File: config.mk
export PLATFORM = sky130hd
export DESIGN_NAME = mul_shift_add
export DESIGN_NICKNAME = d
export VERILOG_FILES = /design/src/rtl/mul_shift_add_pkg.sv /design/src/rtl/mul_shift_add_adder.sv /design/src/rtl/mul_shift_add.sv
export SDC_FILE = /design/constraint.sdc
export NUM_CORES = 1
export LEC_CHECK = 0
export BUFFER_PORTS_ARGS = -buffer_cell sky130_fd_sc_hd__buf_2
export CAP_MARGIN = 30
export CELL_PAD_IN_SITES_DETAIL_PLACEMENT = 0
export CELL_PAD_IN_SITES_GLOBAL_PLACEMENT = 2
export CORE_MARGIN = 10
export CORE_UTILIZATION = 35
export CTS_CLUSTER_DIAMETER = 150
export DETAILED_ROUTE_END_ITERATION = 7
export HOLD_SLACK_MARGIN = 0.1
export PLACE_DENSITY_LB_ADDON = 0.2
export SYNTH_ARGS = -nofsm -noshare
export SYNTH_HDL_FRONTEND = slang
export SYNTH_SLANG_ARGS = --single-unit
export TNS_END_PERCENT = 20
File: constraint.sdc
create_clock -name clk -period 5.3 [get_ports clk]
set_input_delay 1.06 -clock clk [delete_from_list [all_inputs] [get_ports clk]]
set_output_delay 1.06 -clock clk [all_outputs]
set_load 0.1 [all_outputs]
File: src/rtl/mul_shift_add_pkg.sv
// Shared definitions for the iterative RV32M multiply unit:
// opcode encodings and FSM state encoding.
package mul_shift_add_pkg;

    localparam logic [1:0] MUL_OP_MUL    = 2'b00;
    localparam logic [1:0] MUL_OP_MULH   = 2'b01;
    localparam logic [1:0] MUL_OP_MULHSU = 2'b10;
    localparam logic [1:0] MUL_OP_MULHU  = 2'b11;

    localparam logic [2:0] ST_IDLE   = 3'd0;
    localparam logic [2:0] ST_NEG_A  = 3'd1;
    localparam logic [2:0] ST_NEG_B  = 3'd2;
    localparam logic [2:0] ST_ITER   = 3'd3;
    localparam logic [2:0] ST_FIX_LO = 3'd4;
    localparam logic [2:0] ST_FIX_HI = 3'd5;
    localparam logic [2:0] ST_DONE   = 3'd6;

    typedef enum logic [2:0] {
        IDLE   = ST_IDLE,
        NEG_A  = ST_NEG_A,
        NEG_B  = ST_NEG_B,
        ITER   = ST_ITER,
        FIX_LO = ST_FIX_LO,
        FIX_HI = ST_FIX_HI,
        DONE   = ST_DONE
    } mulState_e;

endpackage

File: src/rtl/mul_shift_add_adder.sv
// Fixed-width 32-bit adder with carry in/out, shared by every arithmetic
// step of the multiply unit.
module adder_32bit (
    input  logic [31:0] a_i,
    input  logic [31:0] b_i,
    input  logic        cin_i,
    output logic [31:0] sum_o,
    output logic        cout_o
);

    assign {cout_o, sum_o} = {1'b0, a_i} + {1'b0, b_i} + {32'b0, cin_i};

endmodule

File: src/rtl/mul_shift_add.sv
// Iterative shift-add multiplier for MUL/MULH/MULHSU/MULHU. Signed operands are
// converted to magnitudes, multiplied over 32 cycles, then the product sign is restored.
module mul_shift_add
    import mul_shift_add_pkg::*;
#(
    parameter int XLEN  = 32,
    parameter int CNT_W = 5
) (
    input  logic            clk,
    input  logic            rst,
    input  logic            kill,
    input  logic            in_valid,
    output logic            in_ready,
    input  logic [1:0]      op,
    input  logic [XLEN-1:0] a,
    input  logic [XLEN-1:0] b,
    output logic            out_valid,
    input  logic            out_ready,
    output logic [XLEN-1:0] result
);

    mulState_e       state_q, state_d;
    logic [1:0]      opReg_q, opReg_d;
    logic [XLEN-1:0] aReg_q, aReg_d;
    logic [XLEN-1:0] bReg_q, bReg_d;
    logic            signA_q, signA_d;
    logic            signB_q, signB_d;
    logic            neg_q, neg_d;
    logic [XLEN-1:0] absA_q, absA_d;
    logic [XLEN-1:0] mult_q, mult_d;
    logic [XLEN-1:0] prod_q, prod_d;
    logic [CNT_W-1:0] cnt_q, cnt_d;
    logic            carryK_q, carryK_d;
    logic [XLEN-1:0] result_q, result_d;

    logic [XLEN-1:0] addA, addB, addSum;
    logic            addCin, addCout;

    adder_32bit uAdder (
        .a_i    (addA),
        .b_i    (addB),
        .cin_i  (addCin),
        .sum_o  (addSum),
        .cout_o (addCout)
    );

    // Every negation is ~x + 1 through the shared adder, with carry-in as the +1.
    always_comb begin
        addA   = '0;
        addB   = '0;
        addCin = 1'b0;
        case (state_q)
            NEG_A: begin
                addA   = signA_q ? ~aReg_q : aReg_q;
                addCin = signA_q;
            end
            NEG_B: begin
                addA   = signB_q ? ~bReg_q : bReg_q;
                addCin = signB_q;
            end
            ITER: begin
                addA = prod_q;
                addB = mult_q[0] ? absA_q : '0;
            end
            FIX_LO: begin
                addA   = neg_q ? ~mult_q : mult_q;
                addCin = neg_q;
            end
            FIX_HI: begin
                addA   = neg_q ? ~prod_q : prod_q;
                addCin = neg_q & carryK_q;
            end
            default: ;
        endcase
    end

    always_comb begin
        state_d  = state_q;
        opReg_d  = opReg_q;
        aReg_d   = aReg_q;
        bReg_d   = bReg_q;
        signA_d  = signA_q;
        signB_d  = signB_q;
        neg_d    = neg_q;
        absA_d   = absA_q;
        mult_d   = mult_q;
        prod_d   = prod_q;
        cnt_d    = cnt_q;
        carryK_d = carryK_q;
        result_d = result_q;
        if (kill) begin
            state_d = IDLE;
        end else begin
            case (state_q)
                IDLE: begin
                    if (in_valid) begin
                        opReg_d = op;
                        aReg_d  = a;
                        bReg_d  = b;
                        signA_d = ((op == MUL_OP_MULH) || (op == MUL_OP_MULHSU)) && a[XLEN-1];
                        signB_d = (op == MUL_OP_MULH) && b[XLEN-1];
                        neg_d   = (((op == MUL_OP_MULH) || (op == MUL_OP_MULHSU)) && a[XLEN-1])
                                ^ ((op == MUL_OP_MULH) && b[XLEN-1]);
                        state_d = NEG_A;
                    end
                end
                NEG_A: begin
                    absA_d  = addSum;
                    state_d = NEG_B;
                end
                NEG_B: begin
                    mult_d  = addSum;
                    prod_d  = '0;
                    cnt_d   = '0;
                    state_d = ITER;
                end
                ITER: begin
                    // The multiplier shifts out of mult as product low bits shift in.
                    prod_d = {addCout, addSum[XLEN-1:1]};
                    mult_d = {addSum[0], mult_q[XLEN-1:1]};
                    cnt_d  = cnt_q + 1'b1;
                    if (cnt_q == CNT_W'(XLEN - 1)) begin
                        state_d = FIX_LO;
                    end
                end
                FIX_LO: begin
                    mult_d   = addSum;
                    carryK_d = addCout;
                    state_d  = FIX_HI;
                end
                FIX_HI: begin
                    prod_d   = addSum;
                    result_d = (opReg_q == MUL_OP_MUL) ? mult_q : addSum;
                    state_d  = DONE;
                end
                DONE: begin
                    if (out_ready) begin
                        state_d = IDLE;
                    end
                end
                default: state_d = IDLE;
            endcase
        end
    end

    always_ff @(posedge clk) begin
        if (rst) begin
            state_q  <= IDLE;
            opReg_q  <= '0;
            aReg_q   <= '0;
            bReg_q   <= '0;
            signA_q  <= 1'b0;
            signB_q  <= 1'b0;
            neg_q    <= 1'b0;
            absA_q   <= '0;
            mult_q   <= '0;
            prod_q   <= '0;
            cnt_q    <= '0;
            carryK_q <= 1'b0;
            result_q <= '0;
        end else begin
            state_q  <= state_d;
            opReg_q  <= opReg_d;
            aReg_q   <= aReg_d;
            bReg_q   <= bReg_d;
            signA_q  <= signA_d;
            signB_q  <= signB_d;
            neg_q    <= neg_d;
            absA_q   <= absA_d;
            mult_q   <= mult_d;
            prod_q   <= prod_d;
            cnt_q    <= cnt_d;
            carryK_q <= carryK_d;
            result_q <= result_d;
        end
    end

    assign in_ready  = (state_q == IDLE);
    assign out_valid = (state_q == DONE);
    assign result    = result_q;

endmodule

After elaboration in Yosys (flattened, before gate mapping)
Index checks and enable logic that the tools add are counted.
- add/subtract/negate cells: 3
- equality and inequality tests: 12
- mux-type cells: 16
- bitwise operators: 7
- reductions and logical operators: 18
- operators with widths (operator ; number):
    32-bit 2-to-1 mux ; 7
    32-bit case mux with 5 select lines ; 1
    32-bit inverter ; 4
    32-bit case mux with 3 select lines ; 1
    32-bit case mux with 2 select lines ; 1
    32-bit by 32-bit adder with 33-bit output ; 1
    33-bit by 1-bit adder with 33-bit output ; 1
    3-bit case mux with 7 select lines ; 1
    2-bit AND reduction ; 6
    5-bit case mux with 2 select lines ; 1
    3-bit == test (second input constant) ; 3
    3-bit 2-to-1 mux ; 3
    3-bit by 2-bit == test with 1-bit output (second input constant) ; 2
    3-bit AND reduction ; 2
    5-bit by 1-bit adder with 5-bit output (second input constant) ; 1
    5-bit == test (second input constant) ; 1
    2-bit != test (second input constant) ; 2
    1-bit case mux with 4 select lines ; 1
    2-bit nonzero test ; 2
    2-bit OR reduction ; 2
    3-bit by 1-bit == test with 1-bit output (second input constant) ; 1
    3-bit logical NOT ; 1
    3-bit nonzero test ; 1
    2-bit by 1-bit == test with 1-bit output (second input constant) ; 1
    other kinds (8) ; 9
- register bits: 206
- input port bits: 71
- output and inout bits: 34
- logic and storage cells: 69

Depth between registers and ports, before layout
- depth in word-level cells: 6
- gate-level depth with buffers: 20
- mapped depth without buffers: 18

By module
A second synthesis with hierarchy kept.
- cells, all modules: 1663
- area, all modules: 12673.4 sq um
- by module, submodules not included (module ; times used ; cells an instance ; area an instance (sq um) ; sequential area each (sq um)):
    mul_shift_add ; 1 ; 1404 ; 10819.1 ; 4124.0
    adder_32bit ; 1 ; 259 ; 1854.3 ; 0.0

Worst setup path before layout
No wires, ideal clock.
- kind: register to register
- start point: register state_q[1]
- end point: register prod_q[23]
- library setup time: 0.123 ns
- data arrival time: 3.848 ns
- data required time: 5.177 ns
- setup slack: 1.329 ns
- stages on the path, launching flop included: 21
- buffers on the path: 3
- clock period less this slack: 3.971 ns
- cell sequence: dfxtp_1 > buf_2 > nor2b_1 > and2_1 > clkbuf_1 > nand2_1 > clkbuf_1 > o21ai_0 > a221oi_1 > nor2_1 > fa_1 > inv_1 > fa_1 > nand2b_1 > a21o_1 > a211o_1 > a21oi_2 > o21ai_0 > xnor2_1 > a221oi_1 > nor2_1
- word-level cells in the longest chain between the ends: 5
- elaborated cells on any way between the ends: 13
- those cells by class: 2 x add/sub; 5 x eq/ne; 4 x mux; 2 x reduce/logical
- RTL lines (what ; RTL line ; source):
    start: declaration ; mul_shift_add.sv:22 ; mulState_e state_q, state_d;
    start signal: assignment ; mul_shift_add.sv:162 ; state_q <= state_d;
    3-bit == test (tied with other cells) ; mul_shift_add.sv:52, mul_shift_add.sv:94 ;
    32-bit case mux with 5 select lines / 32-bit 2-to-1 mux (equally long branches) ; mul_shift_add.sv:52 ; case (state_q)
    32-bit by 32-bit adder with 33-bit output ; mul_shift_add_adder.sv:11 ; assign {cout_o, sum_o} = {1'b0, a_i} + {1'b0, b_i} + {32'b0, cin_i};
    33-bit by 1-bit adder with 33-bit output ; mul_shift_add_adder.sv:11 ;
    32-bit case mux with 3 select lines ; mul_shift_add.sv:94 ; case (state_q)
    end signal: assignment ; mul_shift_add.sv:171 ; prod_q <= prod_d;
    end: declaration ; mul_shift_add.sv:31 ; logic [XLEN-1:0] prod_q, prod_d;
Parallel ways exist; a longest one is shown, timed or not.
A chain may end at the register's enable or synchronous reset.

Final worst setup path
- start point: register state_q[2]
- end point: register prod_q[31]
The elaborated chain is that of the path after synthesis.

==> impl_metrics.ini <==
[status]
status = completed

[layout]
insertedDiodeCount = 0
drive_gt1_share_pct = 12.8
multi_input_area_um2 = 7440
stdcell_count = 2123
fin_nets = 1770
area_growth_syn_to_layout_pct = 15.1
regArea_um2 = 4130
nFillCells = 3510

[min_path]
worstHoldPathCells = 2
hold_class = register to register

[critical_path]
arrival_ps = 5160
reg2reg_depth = 17
path_delay_family = compound AO/OA/AOI/OAI gates
worstSetupStartpointType = register
r2r_slack_ps = 550
cp_num_buf_inv = 3
cp-startpoint = state_q[2]$_SDFFE_PP0P_
end_kind = register
r2r-end = prod_q[31]$_SDFFE_PP0P_
worstSetupPathType = register to register
cpPeakStageDelay_ps = 550
critPathMaxFanout = 19
cp_num_cells = 17
worstPathCellList = inv_1 -> nand2_1 -> nor2_2 -> buf_4 -> buf_4 -> a22oi_1 -> o21ai_0 -> a221oi_1 -> nor2_1 -> ha_1 -> a21o_1 -> o21bai_1 -> or3_1 -> o31ai_1 -> xnor2_1 -> a21oi_1 -> a21oi_1
worstPathRequired_ps = 5710
reg2reg_from = state_q[2]$_SDFFE_PP0P_
cp_slowest_cell = dfxtp_1
critPathCapture = prod_q[31]$_SDFFE_PP0P_

[routing]
drc = 0
wirelength_um = 44800
drtPass1Iterations = 6
post_drt_wl_per_cell_um = 21.1
drtAntennaViolNets = 0
drt_iter0_markers = 843
viasPerCell = 5.57
vias = 11832

[floorplan]
coreArea_um2 = 33800
io_pins = 105
dieWidth_um = 206
die_h_um = 206
initial_utilization_pct = 35.7
die_area_um2 = 42300
fp-row-count = 67

[synth]
ys_warn_count = 0
synthCells = 1622
synthArstFlopShare_pct = 0
syn_area_per_cell_um2 = 7.44
ys.flop_type = dfxtp_1
yosysTopAreaCellShare_pct = 34.2
synth_edf_count = 0
synth_common_cells = 311 x nand2_1, 207 x a21oi_1, 206 x dfxtp_1
synth-seq-area-share_pct = 34.2
ys_ff_latch = 206
ys_types = 66
synth_nets = 1732
yosysMostFrequentCell = nand2_1
synth_area_leaders = dfxtp_1 34%, nand2_1 9.7%, a21oi_1 8.6%, xor2_1 7.5%, o21ai_0 4.7%
synth_top_cell_by_area = dfxtp_1
syn_area_um2 = 12100

[clock_tree]
htreeDepth = 1
clock_latency_ps = 530
clk_pin_slew_ps = 60
cts_root_buf = clkbuf_16
cts_resized = 0
cts_made_buffers = 25
ctsLongestPathBuffers = 3
cts_hold_buf = 0
cts_setup_buffers = 0
tritoncts = built
cts.sinks = 206

[pwr]
vdd_ir_drop_max_mv = 0.221
power_density_nw_per_um2 = 264
power.leakage_nw = 5.77

[timing]
slew_viol_final = 0
tns_ps = 0
fin_skew_ps = 9.60
setup_viol = 0
worst_pin_slew_ps = 999
maxSlewHeadroom_pct = 33.3
final-hold-violation-count = 0
period_minus_slack_ps = 4750
min_period_over_period_pct = 89.7
fmax_mhz = 210
rsz0062_at_grt = false

[global_route]
grt_antenna_before_repair = 0
grt_pass1_wl_um = 69600
track_usage_pct = 20.8
grt_overflow_total = 0
grt_max_degree = 70
grt_pass1_vias = 11165

[placement]
numPlacedInstances = 2081
port_buffers = 104
finalWeightedCongestion = 0.926
dp_hpwl_um = 32600

[job]
maxCapViolCount = 0
## sequential cells by signal, indices dropped and copies added, names as in the netlist, 2 cells and up
signal	cells
state_q	3
result	32
absA_q	32
cnt_q	5
aReg_q	32
opReg_q	2
bReg_q	32
mult_q	32
prod_q	32
## worst register-to-register path, stage by stage (launching register included)
cell and delay [ps]:
dfxtp_1 550, inv_1 190, nand2_1 310, nor2_2 140, buf_4 250, buf_4 200
a22oi_1 170, o21ai_0 100, a221oi_1 280, nor2_1 120, ha_1 430, a21o_1 290
o21bai_1 260, or3_1 350, o31ai_1 270, xnor2_1 230, a21oi_1 370, a21oi_1 130
## where the power goes
| group | switching [mW] | internal [mW] |
|---|---|---|
| Combinational | 0.209 | 0.106 |
| Clock | 0.687 | 1.01 |
| Sequential | 0.0536 | 1.59 |
| Total | 0.950 | 2.71 |
## cells by family (layout without fill, tap and decap cells)
kind of cell    after synthesis  in the layout  synth area share (%)
compound gates              515            515                  26.9
xor+xnor                    124            124                  9.19
fa+ha+maj                    39             39                  4.17
buf+inv                     150            203                  4.78
flops                       206            206                  34.2
mux                           2              2                 0.166
simple gates                586            586                  20.7
## worst min path at each step
stage / startpoint / end / slack, ps
detailed placement: absA_q[15]$_SDFFE_PP0P_ / absA_q[15]$_SDFFE_PP0P_ / 440
global route: absA_q[27]$_SDFFE_PP0P_ / absA_q[27]$_SDFFE_PP0P_ / 470
floorplan: absA_q[0]$_SDFFE_PP0P_ / absA_q[0]$_SDFFE_PP0P_ / 430
finish: absA_q[15]$_SDFFE_PP0P_ / absA_q[15]$_SDFFE_PP0P_ / 450
CTS: absA_q[15]$_SDFFE_PP0P_ / absA_q[15]$_SDFFE_PP0P_ / 450
global placement: absA_q[11]$_SDFFE_PP0P_ / absA_q[11]$_SDFFE_PP0P_ / 440
## per-stage QoR
stage	util (%)	instance area [um^2]	hold WS, ps	total power, mW	setup slack [ps]
finish	41.1	13900	450	3.66	545
floorplan	-	12100	432	1.86	1330
CTS	41.1	13900	450	3.70	617
global route	41.1	13900	469	3.80	199
detailed placement	38.8	13100	442	1.99	647
global placement	38.5	13000	439	1.99	693
## cells in the final DEF (no fill, tap or decap), types with 15 or more instances in the layout
cell       netlist  layout
a22oi_1         33      33
a311oi_1        20      20
nand3_1         16      16
ha_1            37      37
a21oi_1        207     205
buf_2           10     103
a221oi_1        51      51
dfxtp_1        206     203
nor2_1         143     138
inv_1           15      15
clkbuf_16        0      25
nand2_1        311     311
and3_1          39      38
o211ai_1        15      15
xor2_1         103     103
xnor2_1         18      18
nor3_1          28      28
o21ai_0        114     113
buf_4            0      38
## layout make-up
| type | instances | share of cell area, % |
|---|---|---|
| clock buffers | 37 | 5.11 |
| well taps | 448 | 4.03 |
| repair buffers | 146 | 6.64 |
| flip-flops and latches | 206 | 29.7 |
| multi-input cells | 1266 | 53.5 |
| inverters | 15 | 0.405 |
| clock inverters | 5 | 0.567 |
## metal layers
layer	track usage, %	share of wire, %	wire [um]
met5	0	0	0
met4	3.52	1.2	520
met2	27.3	38	17100
met1	33.8	53	23900
met3	3.52	7.4	3330
Note: power is estimated with default switching activity, not from simulation.
